**config.mk**
```make
export PLATFORM = sky130hd
export DESIGN_NAME = change_dispenser
export DESIGN_NICKNAME = d
export VERILOG_FILES = /design/src/rtl/vm_pkg.sv /design/src/rtl/coin_stock.sv /design/src/rtl/change_dispenser.sv
export SDC_FILE = /design/constraint.sdc
export NUM_CORES = 1
export LEC_CHECK = 0
export CORE_UTILIZATION = 50
export CTS_CLUSTER_DIAMETER = 100
export DETAILED_ROUTE_END_ITERATION = 6
export GPL_TIMING_DRIVEN = 0
export PLACE_DENSITY = 0.87
export SYNTH_ARGS = -nofsm -noshare
export SYNTH_HDL_FRONTEND = slang
export SYNTH_SLANG_ARGS = --single-unit
```
**constraint.sdc**
```tcl
create_clock -name clk -period 3.4 [get_ports clk]
set_clock_uncertainty 0.15 [all_clocks]
set_input_delay 0.68 -clock clk [delete_from_list [all_inputs] [get_ports clk]]
set_output_delay 0.68 -clock clk [all_outputs]
set_load 0.05 [all_outputs]
```
**src/rtl/vm_pkg.sv**
```systemverilog
// Shared vending-machine types: coin bus encoding, change-dispenser states
// and the value of each coin in 5-cent units.
package vm_pkg;

  // Coin bus encoding, common to the coin acceptor and the change dispenser.
  typedef enum logic [1:0] {
    COIN_NONE   = 2'b00,
    COIN_NICKEL = 2'b01,
    COIN_DIME   = 2'b10
  } coin_t;

  typedef enum logic [2:0] {
    ST_IDLE,
    ST_CHECK,
    ST_DISPENSE,
    ST_DONE,
    ST_ERROR
  } chg_state_t;

  localparam int NICKEL_UNITS = 1;
  localparam int DIME_UNITS   = 2;

endpackage

```
**src/rtl/coin_stock.sv**
```systemverilog
// Stock counter for one coin denomination: loads INIT on reset, counts up on
// refill (saturating at all-ones), counts down on dispense (never below zero).
// Simultaneous inc and dec cancel out.
module coin_stock #(
  parameter int STOCK_W = 6,
  parameter int INIT    = 8
) (
  input  logic               clk,
  input  logic               reset,
  input  logic               inc,
  input  logic               dec,
  output logic [STOCK_W-1:0] cnt
);

  localparam logic [STOCK_W-1:0] CNT_MAX  = '1;
  localparam logic [STOCK_W-1:0] CNT_INIT = STOCK_W'(INIT);
  localparam logic [STOCK_W-1:0] CNT_ONE  = STOCK_W'(1);

  // Stock register: reload on reset, otherwise apply refill/dispense.
  // NOTE: sequential state uses non-blocking (<=) so every register samples
  // the pre-edge values; blocking here would create order-dependent races.
  always_ff @(posedge clk) begin
    if (reset) begin
      cnt <= CNT_INIT;
    end else begin
      case ({inc, dec})
        2'b10:   if (cnt != CNT_MAX) cnt <= cnt + CNT_ONE;
        2'b01:   if (cnt != '0)      cnt <= cnt - CNT_ONE;
        default: cnt <= cnt;
      endcase
    end
  end

endmodule

```
**src/rtl/change_dispenser.sv**
```systemverilog
// Change dispenser: accepts a change request in 5-cent units, picks the
// greedy dime-first coin mix against current stock, rejects requests that
// cannot be paid exactly, and streams the coins out with valid/ready.
module change_dispenser
  import vm_pkg::*;
#(
  parameter int AMT_W        = 4,
  parameter int STOCK_W      = 6,
  parameter int INIT_NICKELS = 8,
  parameter int INIT_DIMES   = 8
) (
  input  logic               clk,
  input  logic               reset,
  input  logic               req_valid,
  input  logic [AMT_W-1:0]   req_amt,
  output logic               req_ready,
  output logic               coin_valid,
  output logic [1:0]         coin,
  input  logic               coin_ready,
  output logic               done,
  output logic               err,
  input  logic               refill_nickel,
  input  logic               refill_dime,
  output logic [STOCK_W-1:0] nickel_cnt,
  output logic [STOCK_W-1:0] dime_cnt
);

  // Common width for comparing amounts against stock counts.
  localparam int CW = (STOCK_W > AMT_W) ? STOCK_W : AMT_W;
  localparam logic [AMT_W-1:0] DIME_U = AMT_W'(DIME_UNITS);
  localparam logic [AMT_W:0]   ONE_COIN = (AMT_W+1)'(1);

  chg_state_t       state, state_nxt;
  logic [AMT_W-1:0] amt_q, amt_nxt;
  logic [AMT_W-1:0] dimes_left, dimes_left_nxt;
  logic [AMT_W-1:0] nickels_left, nickels_left_nxt;
  logic [CW-1:0]    half_amt, dime_avail, d_use_w;
  logic [AMT_W-1:0] d_use, n_use;
  logic             xfer, dec_dime, dec_nickel;
  coin_t            coin_c;

  // Greedy mix: as many dimes as stock and amount allow, nickels for the rest.
  always_comb begin
    half_amt   = CW'(amt_q >> 1);
    dime_avail = CW'(dime_cnt);
    d_use_w    = (dime_avail < half_amt) ? dime_avail : half_amt;
    d_use      = AMT_W'(d_use_w);
    n_use      = amt_q - d_use * DIME_U;
  end

  assign xfer       = coin_valid & coin_ready;
  assign dec_dime   = xfer && (dimes_left != '0);
  assign dec_nickel = xfer && (dimes_left == '0);

  // Control registers; reset aborts any request in flight.
  always_ff @(posedge clk) begin
    if (reset) begin
      state        <= ST_IDLE;
      amt_q        <= '0;
      dimes_left   <= '0;
      nickels_left <= '0;
    end else begin
      state        <= state_nxt;
      amt_q        <= amt_nxt;
      dimes_left   <= dimes_left_nxt;
      nickels_left <= nickels_left_nxt;
    end
  end

  // Next-state, mix loading and per-state outputs.
  // NOTE: every signal written here gets a default first, so no path through
  // the case can leave one unassigned and infer a latch.
  always_comb begin
    state_nxt        = state;
    amt_nxt          = amt_q;
    dimes_left_nxt   = dimes_left;
    nickels_left_nxt = nickels_left;
    req_ready        = 1'b0;
    coin_valid       = 1'b0;
    coin_c           = COIN_NONE;
    done             = 1'b0;
    err              = 1'b0;

    case (state)
      ST_IDLE: begin
        req_ready = 1'b1;
        if (req_valid) begin
          amt_nxt   = req_amt;
          state_nxt = ST_CHECK;
        end
      end
      ST_CHECK: begin
        if (amt_q == '0) begin
          state_nxt = ST_DONE;
        end else if (CW'(n_use) > CW'(nickel_cnt)) begin
          state_nxt = ST_ERROR;
        end else begin
          dimes_left_nxt   = d_use;
          nickels_left_nxt = n_use;
          state_nxt        = ST_DISPENSE;
        end
      end
      ST_DISPENSE: begin
        coin_valid = 1'b1;
        coin_c     = (dimes_left != '0) ? COIN_DIME : COIN_NICKEL;
        if (xfer) begin
          if (dimes_left != '0) dimes_left_nxt   = dimes_left - AMT_W'(1);
          else                  nickels_left_nxt = nickels_left - AMT_W'(1);
          if (({1'b0, dimes_left} + {1'b0, nickels_left}) == ONE_COIN)
            state_nxt = ST_DONE;
        end
      end
      ST_DONE: begin
        done      = 1'b1;
        state_nxt = ST_IDLE;
      end
      ST_ERROR: begin
        err       = 1'b1;
        state_nxt = ST_IDLE;
      end
      default: state_nxt = ST_IDLE;
    endcase
  end

  assign coin = coin_c;

  coin_stock #(.STOCK_W(STOCK_W), .INIT(INIT_NICKELS)) u_nickel_stock (
    .clk   (clk),
    .reset (reset),
    .inc   (refill_nickel),
    .dec   (dec_nickel),
    .cnt   (nickel_cnt)
  );

  coin_stock #(.STOCK_W(STOCK_W), .INIT(INIT_DIMES)) u_dime_stock (
    .clk   (clk),
    .reset (reset),
    .inc   (refill_dime),
    .dec   (dec_dime),
    .cnt   (dime_cnt)
  );

endmodule

```
### Word level (Yosys, flattened, before mapping)

Index checks and enable logic that the tools add are counted.

* register bits after elaboration: 27
* logic and storage cells: 85
* output and inout bits: 18
* input bits: 10

* multiplexer cells: 29
* $lt $le $gt $ge: 2
* add/sub/neg operators: 8
* reduce and logical (&&, ||, !) cells: 17
* bitwise gates (word level): 1
* equal/unequal tests: 22

Operators with widths (number)
* 4-bit 2-to-1 mux: 9
* 6-bit 2-to-1 mux: 4
* 6-bit case mux with 2 select lines: 2
* 4-bit case mux with 2 select lines: 2
* 3-bit 2-to-1 mux: 5
* 2-bit != test, second input constant: 7
* 6-bit by 1-bit adder with 6-bit output, second input constant: 2
* 6-bit != test, second input constant: 2
* 6-bit nonzero test: 2
* 6-bit by 1-bit subtractor with 6-bit output, second input constant: 2
* 5-bit AND reduction: 2
* 3-bit case mux with 3 select lines: 1
* 3-bit AND reduction: 3
* 4-bit logical NOT: 2
* 2-bit by 1-bit != test with 1-bit output, second input constant: 4
* 4-bit by 1-bit subtractor with 4-bit output, second input constant: 2
* 3-bit by 2-bit equality test with 1-bit output, second input constant: 2
* 4-bit by 6-bit greater-than comparator with 1-bit output: 1
* 6-bit by 3-bit less-than comparator with 1-bit output: 1
* 2-bit nonzero test: 3
* 4-bit by 4-bit adder with 5-bit output: 1
* 5-bit by 1-bit equality test with 1-bit output, second input constant: 1
* 2-bit by 1-bit equality test with 1-bit output, second input constant: 2
* 2-bit equality test, second input constant: 2
* other kinds (10): 15

### Longest topological paths before layout

Gate-level depths: netlist (run 1).

* word-level depth: 7
* gate-level depth with buffers: 15
* gate-level depth less buffers: 15

### Cells and area by module

From an unflattened synthesis (run 1), not the netlist that was laid out.

* cells, all modules: 265
* area total of the unflattened synthesis: 2255.9 µm²

Modules (own cells, without submodules)
* change_dispenser: times used 1, seq. area each 300.3 µm², cells each 161, area an instance 1320.0 µm²
* coin_stock: times used 2, seq. area each 120.1 µm², cells each 52, area an instance 467.9 µm²

### Least setup slack after synthesis (run 1)

Ideal clock, no wire load.

* path kind: register to register
* from: register u_dime_stock.cnt[1]
* to: register nickels_left[0]
* clock period less this slack: 3775 ps
* setup slack: -375 ps
* data required time: 3131 ps
* path buffers: 0
* setup time: 119 ps
* data arrival time: 3506 ps
* stages on the path, launching flop included: 15
* path through: dfxtp_1 > ha_1 > o21ai_0 > a21o_1 > and2_1 > ha_1 > inv_1 > fa_1 > xor2_1 > ha_1 > and4_1 > nand3b_1 > a21oi_1 > a211oi_1 > o221a_1

* word-level cells in the longest chain between the ends: 6

Ends and longest elaborated chain
* start: declaration: line coin_stock.sv:12 `output logic [STOCK_W-1:0] cnt`
* start signal: assignment: line coin_stock.sv:27 `2'b10: if (cnt != CNT_MAX) cnt <= cnt + CNT_ONE;`
* start signal: assignment: line coin_stock.sv:28 `2'b01: if (cnt != '0) cnt <= cnt - CNT_ONE;`
* start signal: assignment: line coin_stock.sv:29 `default: cnt <= cnt;`
* 6-bit by 3-bit less-than comparator with 1-bit output: line change_dispenser.sv:46 `d_use_w = (dime_avail < half_amt) ? dime_avail : half_amt;`
* 4-bit 2-to-1 mux (*): line change_dispenser.sv:46
* 4-bit subtractor (*): line change_dispenser.sv:48 `n_use = amt_q - d_use * DIME_U;`
* 4-bit by 6-bit greater-than comparator with 1-bit output (*): line change_dispenser.sv:95 `end else if (CW'(n_use) > CW'(nickel_cnt)) begin`
* 2-bit != test (no source line) (*)
* 5-bit AND reduction (no source line) (*)
* end signal: assignment: line change_dispenser.sv:66 `nickels_left <= nickels_left_nxt;`
* end: declaration: line change_dispenser.sv:36 `logic [AMT_W-1:0] nickels_left, nickels_left_nxt;`

Every way passes the cells marked *; elsewhere a longest branch is shown, timed or not.
A chain may end at the register's enable or synchronous reset.

### Final worst setup path (run 1)

* from: register amt_q[3]
* to: register nickels_left[2]

* word-level cells in the longest chain between the ends: 6
* elaborated cells between the ends (all ways): 11
* classes of those cells: add/sub (1); order compare (2); eq/ne (2); mux (4); reduce/logical (2)

Ends and longest elaborated chain
* start: declaration: line change_dispenser.sv:34 `logic [AMT_W-1:0] amt_q, amt_nxt;`
* start signal: assignment: line change_dispenser.sv:64 `amt_q <= amt_nxt;`
* 6-bit by 3-bit less-than comparator with 1-bit output: line change_dispenser.sv:46
* 4-bit 2-to-1 mux: line change_dispenser.sv:46
* 4-bit subtractor: line change_dispenser.sv:48
* 4-bit by 6-bit greater-than comparator with 1-bit output / 4-bit 2-to-1 mux (equally long branches): line change_dispenser.sv:95
* 2-bit != test (no source line) / 4-bit 2-to-1 mux (equally long branches)
* 5-bit AND reduction (no source line) / 4-bit case mux with 2 select lines (equally long branches)

Parallel ways exist; a longest one is shown, timed or not. The select of a mux whose other input is x is not followed.

==> results.json, run 1 <==
{
  "cpMaxStageDelayCell": "dfxtp_2",
  "cts.path.max_buffers": 2,
  "clk_latency_ns": 0.29,
  "min_to": "dimes_left[2]",
  "setup_violations": 8,
  "hold_viol": 0,
  "whs_ns": 0.363,
  "reg2regPathDepth": 16,
  "max_stage_delay_ns": 0.35,
  "crit_top_cell": "ha_4",
  "p_total_mw": 1.10,
  "synth.distinct_cells": 56,
  "final.setup.tns_ns": -0.451,
  "cts-root-buf": "clkbuf_8",
  "finalCriticalPeriod_ns": 3.54,
  "fillCellCount": 311,
  "ys.flop_type": "dfxtp_1",
  "io_pins": 28,
  "critPathTopFamily": "compound AO/OA/AOI/OAI gates",
  "clk_pin_slew_ns": 0.10,
  "synth_area_mm2": 0.00219,
  "async_flop_share_pct": 0,
  "worst_slack_ns": -0.138,
  "avgSynthCellArea_um2": 8.20,
  "ctsHtreeMaxLevel": 1,
  "r2r-end": "nickels_left[2]",
  "crit_path_cell_trace": "inv_2 -> ha_4 -> nor4_4 -> a21o_1 -> and2_4 -> ha_4 -> inv_2 -> fa_2 -> xor2_2 -> ha_4 -> buf_6 -> o211ai_1 -> buf_4 -> a21o_4 -> nand2_2 -> o31ai_2",
  "drc": 0,
  "grtUsageTotal_pct": 27.5,
  "place_area_mm2": 0.00255,
  "cp-end-kind": "register",
  "rrSetupSlack_ns": -0.14,
  "portBuffers": 26,
  "drive_above_1_share_pct": 20.7,
  "first_pass_iters": 4,
  "grt_overflow": 0,
  "tightest_slew_ns": 0.717,
  "ant_nets": 0,
  "core_mm2": 0.00412,
  "rows": 23,
  "synth_edf_count": 0,
  "power_density_mw_per_mm2": 382,
  "hold_class": "reg -> reg",
  "critPathMaxFanout": 7,
  "initial_utilization_pct": 53.2,
  "critPathLaunchType": "register",
  "place.gp.congestion": 0.889,
  "min_path_cells": 2,
  "yosysWarnings": 0,
  "cp_num_buf_inv": 4,
  "status": "finished, violations left",
  "max-cap-violations": 0,
  "slew_viol_final": 0,
  "grt_pass1_wl_um": 9500,
  "nets": 349,
  "antenna_found_initial": 0,
  "wirelength_um": 6660,
  "ys_ff_latch": 27,
  "slew-limit-headroom_pct": 52.1,
  "routedWlPerCell_um": 18.5,
  "grt_pass1_vias": 2080,
  "cts_tree": "built",
  "finalCritPeriodShare_pct": 104,
  "synthCells": 267,
  "drt_iter0_markers": 143,
  "cts_sinks": 27,
  "p_leak_nw": 1.13,
  "cp_num_cells": 16,
  "grt_max_degree": 15,
  "worst_ep_arrival_time_ns": 3.57,
  "syn-num-nets": 306,
  "rsz0062_at_grt": "yes",
  "hp-start": "dimes_left[2]",
  "crit_required_ns": 3.43,
  "viasPerCell": 6.39,
  "violations": "setup timing",
  "die_width_um": 68.2,
  "ctsHoldBuffers": 0,
  "fp.dieH_um": 68.2,
  "hpwl_um": 3920,
  "ir_drop_uv": 356,
  "antennaDiodeCount": 0,
  "critPathKind": "reg -> reg",
  "num_vias": 2293,
  "r2r_start": "amt_q[3]",
  "yosysSeqAreaShare_pct": 24.7,
  "clock.fmax_mhz": 283,
  "area_growth_pct": 31.8,
  "cts-buffers-inserted": 3,
  "fin_area_mm2": 0.00289,
  "die-area_mm2": 0.00465
}
[cells by family after synthesis]
family,share of synthesized area [%]
compound gates,23.5
xor+xnor,2.00
fa+ha+maj,17.9
buf+inv,6.06
flops,24.7
mux,3.37
simple gates,22.5
[layout by cell type (no fill, tap or decap), drive strengths merged, types with 7 or more instances in the layout]
master | synthesis | final
dfxtp | 27 | 27
nor2b | 7 | 7
clkbuf | 6 | 9
nor3b | 7 | 7
nand2 | 11 | 11
inv | 27 | 27
a211oi | 9 | 9
nor2 | 26 | 26
a21oi | 19 | 19
o21ai | 14 | 14
ha | 25 | 25
nor3 | 10 | 10
clkdlybuf4s50 | 0 | 26
buf | 0 | 13
[flip-flops by register name, indices dropped and copies added (netlist names)]
signal              flops
u_dime_stock.cnt        6
u_nickel_stock.cnt      6
nickels_left            4
state                   3
amt_q                   4
dimes_left              4
[per-layer routing]
layer  track usage (%)  share of wire, %  up-vias  routed length (µm)
met5                 0                 0        -                   0
met4              12.5               4.1        0                 270
met3              4.67               6.5       34                 434
met2              46.9                51      114                3380
met1              33.4                39     1089                2570
li1                  -                 -     1056                   -
[power by group]
part           internal, mW  leakage (nW)  switching (mW)
Combinational         0.212         0.879           0.315
Sequential            0.342         0.223          0.0363
Clock                0.0845        0.0228           0.111
Total                 0.639          1.13           0.462
[area by class of cell]
| class | instances | area, µm² | area share, % |
|---|---|---|---|
| Timing Repair Buffer | 39 | 362 | 12.5 |
| Buffer | 5 | 18.8 | 0.650 |
| Multi-Input combinational cell | 206 | 1730 | 59.9 |
| Tap cell | 50 | 62.6 | 2.17 |
| Clock buffer | 4 | 45.0 | 1.56 |
| Inverter | 28 | 110 | 3.81 |
| Sequential cell | 27 | 558 | 19.3 |
[per-stage QoR]
step                      cells  util, %  setup slack [ns]
after global placement      343     61.9            -0.222
after floorplan             267        -          -0.00290
final                       359     70.1            -0.138
after CTS                   357     66.6           -0.0376
after detailed placement    343     61.9            -0.268
after global routing        359     70.1            -0.248
[how the worst max path moves through the flow]
stage	startpoint	endpoint	slack, ns
after global placement	amt_q[2]	nickels_left[0]	-0.22
after CTS	amt_q[3]	dimes_left[0]	-0.04
after detailed placement	amt_q[2]	nickels_left[0]	-0.27
final	amt_q[3]	nickels_left[2]	-0.14
after floorplan	state[1]	u_dime_stock.cnt[5]	-0.003
after global routing	amt_q[3]	nickels_left[2]	-0.25
[cells in the mapped netlist (all sizes together) (4+ instances only)]
library cell | number | share of area [%]
fa | 4 | 3.7
nand3 | 4 | 0.91
dfxtp | 27 | 25
nor3b | 7 | 2.4
nor3 | 10 | 2.5
o21a | 4 | 1.4
clkbuf | 6 | 1.0
nor2b | 7 | 2.0
nor4 | 4 | 1.1
a21oi | 19 | 4.3
nand2b | 4 | 1.1
a211oi | 9 | 3.3
mux2i | 4 | 1.8
o21ai | 14 | 3.2
inv | 27 | 4.6
ha | 25 | 14
nor2 | 26 | 4.5
nand2 | 11 | 1.9
[worst register-to-register path: stages (launching register included)]
cell,delay [ns]
dfxtp_2,0.35
inv_2,0.05
ha_4,0.16
nor4_4,0.23
a21o_1,0.24
and2_4,0.19
ha_4,0.13
inv_2,0.04
fa_2,0.35
xor2_2,0.23
ha_4,0.24
buf_6,0.11
o211ai_1,0.20
buf_4,0.20
a21o_4,0.17
nand2_2,0.10
o31ai_2,0.31
[what timing repair did]
action	4_1_cts	5_1_grt
setup buffers	10	3
pin swaps	10	13
hold endpoints to repair	0	0
endpoints found under the setup margin	9	12
gates cloned	0	0
gates resized for setup	19	26
No activity file was read; power rests on OpenSTA's default activity.
==> run 2, diff against run 1 <==
Settings changed: CORE_ASPECT_RATIO from default to 1.25, CORE_UTILIZATION 50 to 58, DONT_BUFFER_PORTS from default to 1.
==> run 2 against run 1 <==
Net effect: the run ends with DRC, setup timing left; setup slack better by 0.081 ns; critical path depth fell by 2; routed wire length is 4.9% lower; design area down 4.2%; first-iteration DRC count is 6.3% lower; largest cell class unchanged; largest power group unchanged; highest routed layer unchanged.
==> results.json, run 2 (synthesis results as in run 1) <==
{
  "ctsHtreeMaxLevel": 1,
  "critPathKind": "reg -> reg",
  "slew_viol_final": 0,
  "wl_met1_um": 2460,
  "num_vias": 2192,
  "switching_share_pct": 41.6,
  "antennaDiodeCount": 0,
  "p_clk_share_pct": 17.3,
  "setup_violations": 7,
  "drc": 2,
  "cp-end-kind": "register",
  "dpl_worst_slack_ns": -0.506,
  "rsz0062_at_grt": "yes",
  "initial_utilization_pct": 61.8,
  "grtUsageTotal_pct": 29.1,
  "max-cap-violations": 0,
  "rows": 24,
  "fin_cells": 335,
  "hold_class": "reg -> reg",
  "crit_required_ns": 3.43,
  "violations": "DRC, setup timing",
  "worst_ep_arrival_time_ns": 3.48,
  "cts-buffers-inserted": 3,
  "drt_iter0_markers": 134,
  "critPathTopFamily": "adder cells",
  "cpMaxStageDelayCell": "dfxtp_4",
  "max_stage_delay_ns": 0.50,
  "cts.path.max_buffers": 2,
  "finalCritPeriodShare_pct": 102,
  "dr_wl_met2_um": 3380,
  "grt_overflow": 0,
  "place.gp.congestion": 0.877,
  "dr.max_layer_used": "met4",
  "slew-limit-headroom_pct": 42.6,
  "drive_above_1_share_pct": 29.1,
  "portBuffers": 0,
  "power_density_mw_per_mm2": 393,
  "final_common_cell": "nor2_1",
  "switchingPower_mw": 0.452,
  "mostFrequentLayoutCells": "26 x nor2_1, 24 x inv_1, 22 x buf_4",
  "die_width_um": 57.0,
  "cp_num_buf_inv": 1,
  "p_leak_nw": 1.10,
  "crit_path_cell_trace": "ha_4 -> o21ai_4 -> a21o_1 -> and2_4 -> ha_4 -> inv_2 -> fa_2 -> xor2_2 -> ha_4 -> and4_1 -> nand3b_1 -> a21oi_4 -> a211oi_2 -> o221a_1",
  "clk_pin_slew_ns": 0.10,
  "tightest_slew_ns": 0.857,
  "core_mm2": 0.00354,
  "first_pass_iters": 6,
  "viasPerCell": 6.54,
  "ant_nets": 0,
  "grt_pass1_vias": 2044,
  "wirelength_um": 6330,
  "io_pins": 28,
  "cts_tree": "built",
  "grt_max_degree": 15,
  "status": "finished, violations left",
  "internal-power_mw": 0.635,
  "dr_wl_met3_um": 289,
  "routedWlPerCell_um": 18.9,
  "ctsHoldBuffers": 0,
  "seqPwrFrac_pct": 38.5,
  "worst_slack_ns": -0.0562,
  "clk_latency_ns": 0.28,
  "critPathMaxFanout": 7,
  "critPathLaunchType": "register",
  "fp.dieH_um": 70.7,
  "largestRegisters": "u_dime_stock.cnt (6), u_nickel_stock.cnt (6)",
  "nets": 336,
  "clock.fmax_mhz": 289,
  "crit_top_cell": "ha_4",
  "antenna_found_initial": 0,
  "grt_pass1_wl_um": 9290,
  "die-area_mm2": 0.00403,
  "cts-root-buf": "clkbuf_8",
  "ir_drop_uv": 195,
  "hold_viol": 0,
  "finalCriticalPeriod_ns": 3.46,
  "cts_sinks": 27,
  "placedCellCount": 308,
  "area_growth_pct": 26.2,
  "combPwrFrac_pct": 44.2,
  "hpwl_um": 4060
}
==> run 2: changes by cell type in the layout (fill, tap and decap cells not counted), sizes merged <==
cell           previous run  this run
clkdlybuf4s50            26         0
buf                      13        25
clkbuf                    9        10
==> run 2: area by class of cell <==
class / instances / area, µm²
Buffer: 6 / 23.8
Clock buffer: 4 / 45.0
Fill cell: 221 / 779
Inverter: 28 / 110
Multi-Input combinational cell: 206 / 1790
Sequential cell: 27 / 564
Tap cell: 39 / 48.8
Timing Repair Buffer: 25 / 184
==> run 2: stage by stage <==
step                      power (mW)  utilization, %  hold slack (ns)  setup TNS, ns  area, µm²
after detailed placement       0.748            64.8            0.355          -3.42       2300
final                           1.09            78.0            0.350         -0.147       2760
after CTS                      0.990            72.3            0.350         -0.491       2560
after global placement         0.729            64.2            0.354          -2.37       2270
after floorplan                0.674               -            0.321       -0.00290       2230
after global routing            1.14            78.0            0.383          -1.22       2760
==> run 2: final timing paths <==
kind / end / slack (ns) / depth (start not counted) / start
worst max-delay path: nickels_left[0] / -0.06 / 14 / u_dime_stock.cnt[1]
worst min-delay path: state[1] / 0.35 / 1 / state[2]
worst max register to register: nickels_left[0] / -0.06 / 14 / u_dime_stock.cnt[1]
worst min register to register: state[1] / 0.35 / 1 / state[2]
==> run 2: repair_timing <==
item / CTS / global route
setup endpoints to repair: 15 / 13
gates cloned: 0 / 0
resized for setup: 40 / 20
buffers inserted: 10 / 13
pin swaps: 15 / 22
==> run 2: routing by layer <==
layer / track usage [%] / up-vias
met5: 0 / -
met4: 11.9 / 0
met3: 4.02 / 21
met2: 54.0 / 87
met1: 32.9 / 1052
li1: - / 1032
==> run 2: power groups by stage <==
stage	registers, mW	logic [mW]	clock network (mW)
floorplan	0.410	0.264	0
global placement	0.420	0.309	0
detailed placement	0.422	0.326	0
CTS	0.417	0.385	0.188
global route	0.422	0.515	0.201
finish	0.418	0.481	0.189
==> run 3, diff against run 2 <==
Settings changed: CAP_MARGIN from default to 20.
==> run 3 against run 2 <==
Net effect: sequential cell count unchanged; design area up 1.2%; clock power is essentially flat; sequential power is essentially flat; clock-buffer cell count stayed put; fmax down 1.9%; highest routed layer unchanged; register-to-register slack worse by 0.07 ns; worst hold slack lost 0.019 ns; global-route usage barely moved; the run still ends with DRC, setup timing left; combinational power decreased by 1%; sequential share of layout area fell by 0.19 points; critical path type unchanged; first-iteration DRC count fell by 3.0%.
==> results.json, run 3 (synthesis results as in run 1) <==
{
  "slew_viol_final": 0,
  "antenna_found_initial": 0,
  "largestRegisters": "u_dime_stock.cnt (6), u_nickel_stock.cnt (6)",
  "antennaDiodeCount": 0,
  "grt_max_degree": 15,
  "seq_area_um2": 566,
  "critPathTopFamily": "adder cells",
  "reg2regPathDepth": 14,
  "clock.fmax_mhz": 284,
  "crit_top_cell": "ha_4",
  "crit_end": "dimes_left[0]",
  "portBuffers": 0,
  "rrSetupSlack_ns": -0.12,
  "grtUsageTotal_pct": 29.1,
  "hpwl_um": 4050,
  "nets": 337,
  "core_mm2": 0.00354,
  "setup_violations": 8,
  "worstSetupStartpoint": "u_dime_stock.cnt[2]",
  "clk_pin_slew_ns": 0.09,
  "clk_latency_ns": 0.28,
  "first_pass_iters": 6,
  "crit_path_cell_trace": "ha_4 -> nor4_4 -> a21o_1 -> and2_4 -> ha_4 -> inv_2 -> fa_2 -> xor2_2 -> ha_4 -> and4_1 -> nand3b_1 -> a21o_4 -> a31oi_1 -> o21a_1",
  "initial_utilization_pct": 61.8,
  "critPathKind": "reg -> reg",
  "hold_viol": 0,
  "final_common_cell": "nor2_1",
  "fin_area_mm2": 0.00280,
  "tightest_slew_ns": 0.840,
  "drt_iter0_markers": 130,
  "ant_nets": 0,
  "hold_class": "reg -> reg",
  "cp_num_cells": 14,
  "switchingPower_mw": 0.452,
  "multi_input_area_mm2": 0.00181,
  "hp-start": "state[2]",
  "r2r_start": "u_dime_stock.cnt[2]",
  "cts_tree": "built",
  "violations": "DRC, setup timing",
  "viasPerCell": 6.60,
  "mostFrequentLayoutCells": "26 x nor2_1, 25 x buf_4, 24 x inv_1",
  "place_area_mm2": 0.00229,
  "cts-buffers-inserted": 3,
  "drive_above_1_share_pct": 30.0,
  "ir_drop_uv": 200,
  "r2r-end": "dimes_left[0]",
  "fp.dieH_um": 70.7,
  "finalCritPeriodShare_pct": 104,
  "fin_util_pct": 78.9,
  "ctsHtreeMaxLevel": 1,
  "dpl_worst_slack_ns": -0.471,
  "fillCellCount": 209,
  "critPathMaxFanout": 7,
  "grt_pass1_vias": 2048,
  "num_vias": 2219,
  "ctsHoldBuffers": 0,
  "status": "finished, violations left",
  "rows": 24,
  "area_growth_pct": 27.7,
  "switching_share_pct": 41.7,
  "die_width_um": 57.0,
  "cts.path.max_buffers": 2,
  "cts-root-buf": "clkbuf_8",
  "finalCriticalPeriod_ns": 3.52,
  "io_pins": 28,
  "power_density_mw_per_mm2": 387,
  "routedWlPerCell_um": 19.0,
  "p_clk_share_pct": 17.5,
  "slew-limit-headroom_pct": 43.7,
  "cp-end-kind": "register",
  "max-cap-violations": 0,
  "max_stage_delay_ns": 0.44,
  "rsz0062_at_grt": "yes",
  "seqPwrFrac_pct": 38.6,
  "placedCellCount": 307,
  "place.gp.congestion": 0.877,
  "cpMaxStageDelayCell": "dfxtp_4",
  "worst_ep_arrival_time_ns": 3.60,
  "drc": 2,
  "internal-power_mw": 0.631,
  "crit_required_ns": 3.47,
  "cp_num_buf_inv": 1,
  "whs_ns": 0.332,
  "fin_cells": 336,
  "grt_pass1_wl_um": 9200,
  "cts_sinks": 27,
  "die-area_mm2": 0.00403,
  "worst_slack_ns": -0.123,
  "p_leak_nw": 1.10,
  "combPwrFrac_pct": 43.9,
  "grt_overflow": 0,
  "wirelength_um": 6400,
  "critPathLaunchType": "register"
}
==> run 3: cell count changes in the layout (fill, tap and decap cells not counted), sizes merged <==
cell / before / now
buf: 25 / 26
==> run 3: metal layers <==
metal	part of all wire, %	vias up	GRT usage [%]
met5	0	-	0
met4	3.6	0	13.0
met3	5.0	20	2.74
met2	52	88	52.4
met1	39	1079	34.5
li1	-	1032	-
==> run 3: repair_timing <==
action / CTS / global route
hold endpoints to repair: 0 / 0
pin swaps: 16 / 20
gates resized for setup: 36 / 27
endpoints found under the setup margin: 15 / 13
buffers inserted: 9 / 16
==> run 3: area by class of cell <==
cell class                      instances  area share, %
Buffer                                  6          0.850
Clock buffer                            4           1.61
Inverter                               28           3.94
Multi-Input combinational cell        206           64.8
Sequential cell                        27           20.2
Tap cell                               39           1.74
Timing Repair Buffer                   26           6.85
==> run 3: worst min-delay path by stage <==
stage	to	slack [ns]	depth (start not counted)
floorplan	dimes_left[2]	0.32	2
global placement	nickels_left[3]	0.35	2
detailed placement	dimes_left[2]	0.35	2
CTS	dimes_left[2]	0.37	2
global route	state[1]	0.35	1
finish	state[1]	0.33	1
==> run 3: per-stage QoR <==
stage / total power, mW / TNS (ns)
2_1_floorplan: 0.674 / -0.00290
3_3_place_gp: 0.729 / -2.37
3_5_place_dp: 0.747 / -3.40
4_1_cts: 0.986 / -0.589
5_1_grt: 1.13 / -1.65
6_report: 1.08 / -0.485
==> run 3: power by group through the flow <==
stage	Sequential [mW]	Combinational (mW)	Clock [mW]
after detailed placement	0.422	0.326	0
after CTS	0.416	0.381	0.189
final	0.418	0.475	0.190
after floorplan	0.410	0.264	0
after global routing	0.421	0.508	0.205
after global placement	0.420	0.309	0
==> RTL edit, RTL diff (settings of run 1) <==
The 5 states of `chg_state_t` get a Gray code encoding in 3 bits.
--- a/src/rtl/vm_pkg.sv
+++ b/src/rtl/vm_pkg.sv
@@ -12,7 +12,7 @@
   typedef enum logic [2:0] {
-    ST_IDLE,
-    ST_CHECK,
-    ST_DISPENSE,
-    ST_DONE,
-    ST_ERROR
+    ST_IDLE     = 3'b000,
+    ST_CHECK    = 3'b001,
+    ST_DISPENSE = 3'b011,
+    ST_DONE     = 3'b010,
+    ST_ERROR    = 3'b110
   } chg_state_t;
Behaviour: no difference found for any inputs over 10 cycles, from zero or initial values and one cycle with reset high; not proved beyond that.
==> RTL edit against run 1 <==
Synthesized area increased by 0.40%. Sequential cell count unchanged. The run still ends with setup timing left. Sequential power decreased by 6.9%. Synthesized cell count unchanged. Fmax decreased by 3.2%. Worst setup slack got worse by 0.12 ns. Wire length decreased by 9.8%. Total power decreased by 17%. Critical endpoint is now nickels_left[3]. Via count decreased by 3.3%. Largest power group unchanged. Design area increased by 1.0%. Final cell count increased by 1.1%. Highest routed layer unchanged. Critical path depth decreased by 1.
==> RTL edit: results (changes against run 1) <==
[timing]
whs_ns=0.392  ; +0.0299 ns
final-setup-viol-count=9  ; +1
fin_tns_setup_ns=-1.55  ; -1.10 ns
fin_ws_ns=-0.256  ; -0.118 ns
tightestPinTransition_ns=0.809  ; +0.0926 ns

[placement]
io_buffers=25  ; -3.8%
place_hpwl_mm=3.90  ; -0.49%
gp_congestion=0.912  ; +2.5%
place_ws_ns=-0.335  ; -0.0669 ns
place_inst=342  ; -0.29%
placed_cell_area_um2=2600  ; +2.0%

[final_layout]
clk_share_pct=1.59  ; +0.027 points
nonClkBufAreaFrac_pct=14.8  ; +1.7 points
fillers=295  ; -5.1%
nClkBuffers=3  ; -1
multi_input_area_um2=1720  ; -0.87%
nFlopsAndLatches=27  ; unchanged
drive_above_1_share_pct=24.6  ; +3.9 points
inverters_excl_clock=27  ; -3.6%
synthToLayoutAreaGrowth_pct=32.7
seq_area_share_pct=19.0  ; -0.28 points

[worst_setup_path]
cp.arrival_ns=3.69  ; +0.12 ns
slowest_stage=or4_4
rrSetupSlack_ns=-0.26  ; -0.12 ns
rr_worst_depth=15  ; -1
slowest_delay_ns=0.47  ; +0.12 ns
cp_max_fo=4  ; -3
cp_top_family=adder cells

[detailed_routing]
firstDrtPassIters=5  ; +1
routedWlPerCell_um=16.5  ; -11%

[yosys]
synth.area.top_cells=dfxtp_1 (25%), ha_1 (14%), nor2_1 (4.8%)
synth_common_cells=nor2_1 (28), dfxtp_1 (27), inv_1 (26), ha_1 (25), a21oi_1 (19)

[global_routing]
grt_pass1_wl_mm=9.28  ; -2.3%
first_global_vias=2054  ; -1.3%

[worst_hold_path]
holdPathEnd=state[1]
worstHoldStart=state[2]

[clock_network]
cts_setup_buffers=14  ; +4

[power]
ir_drop_mv=0.221  ; -38%
p_leak_uw=0.00119  ; +5.4%

[status]
violations=setup timing
status=finished with violations

## RTL edit: cell count changes after synthesis, sizes merged, moves of 3 or more
cell	delta
o311ai	-3
clkbuf	-3
nand2	+4
nor3	-3
buf	+6
and2	-3
## RTL edit: worst min-delay path, delay by kind of cell, from the launching register on
kind | cells | cell delay (ns)
buffers and inverters | 1 | 0.12
flip-flops | 1 | 0.33
AND/OR/NAND/NOR | 1 | 0.05
## RTL edit: logic make-up (layout without fill, tap and decap cells)
logic type	count (synthesis)	count (layout)	share of synthesized area, %
compound gates	66	66	21.0
buf+inv	36	82	6.94
mux	10	10	4.78
flops	27	27	24.6
simple gates	94	94	22.8
fa+ha+maj	29	29	17.9
xor+xnor	5	5	1.99
## RTL edit: metal layers
metal	track usage (%)	wire (um)
met2	43.9	3020
met5	0	0
met1	35.2	2500
met3	2.67	378
met4	8.85	105
## RTL edit: report_power, final
group,leakage [uW],switching [uW],internal (uW)
combinational,0.000938,204,161
clock,0.0000255,108,82.4
sequential,0.000223,20.3,332
total,0.00119,333,576
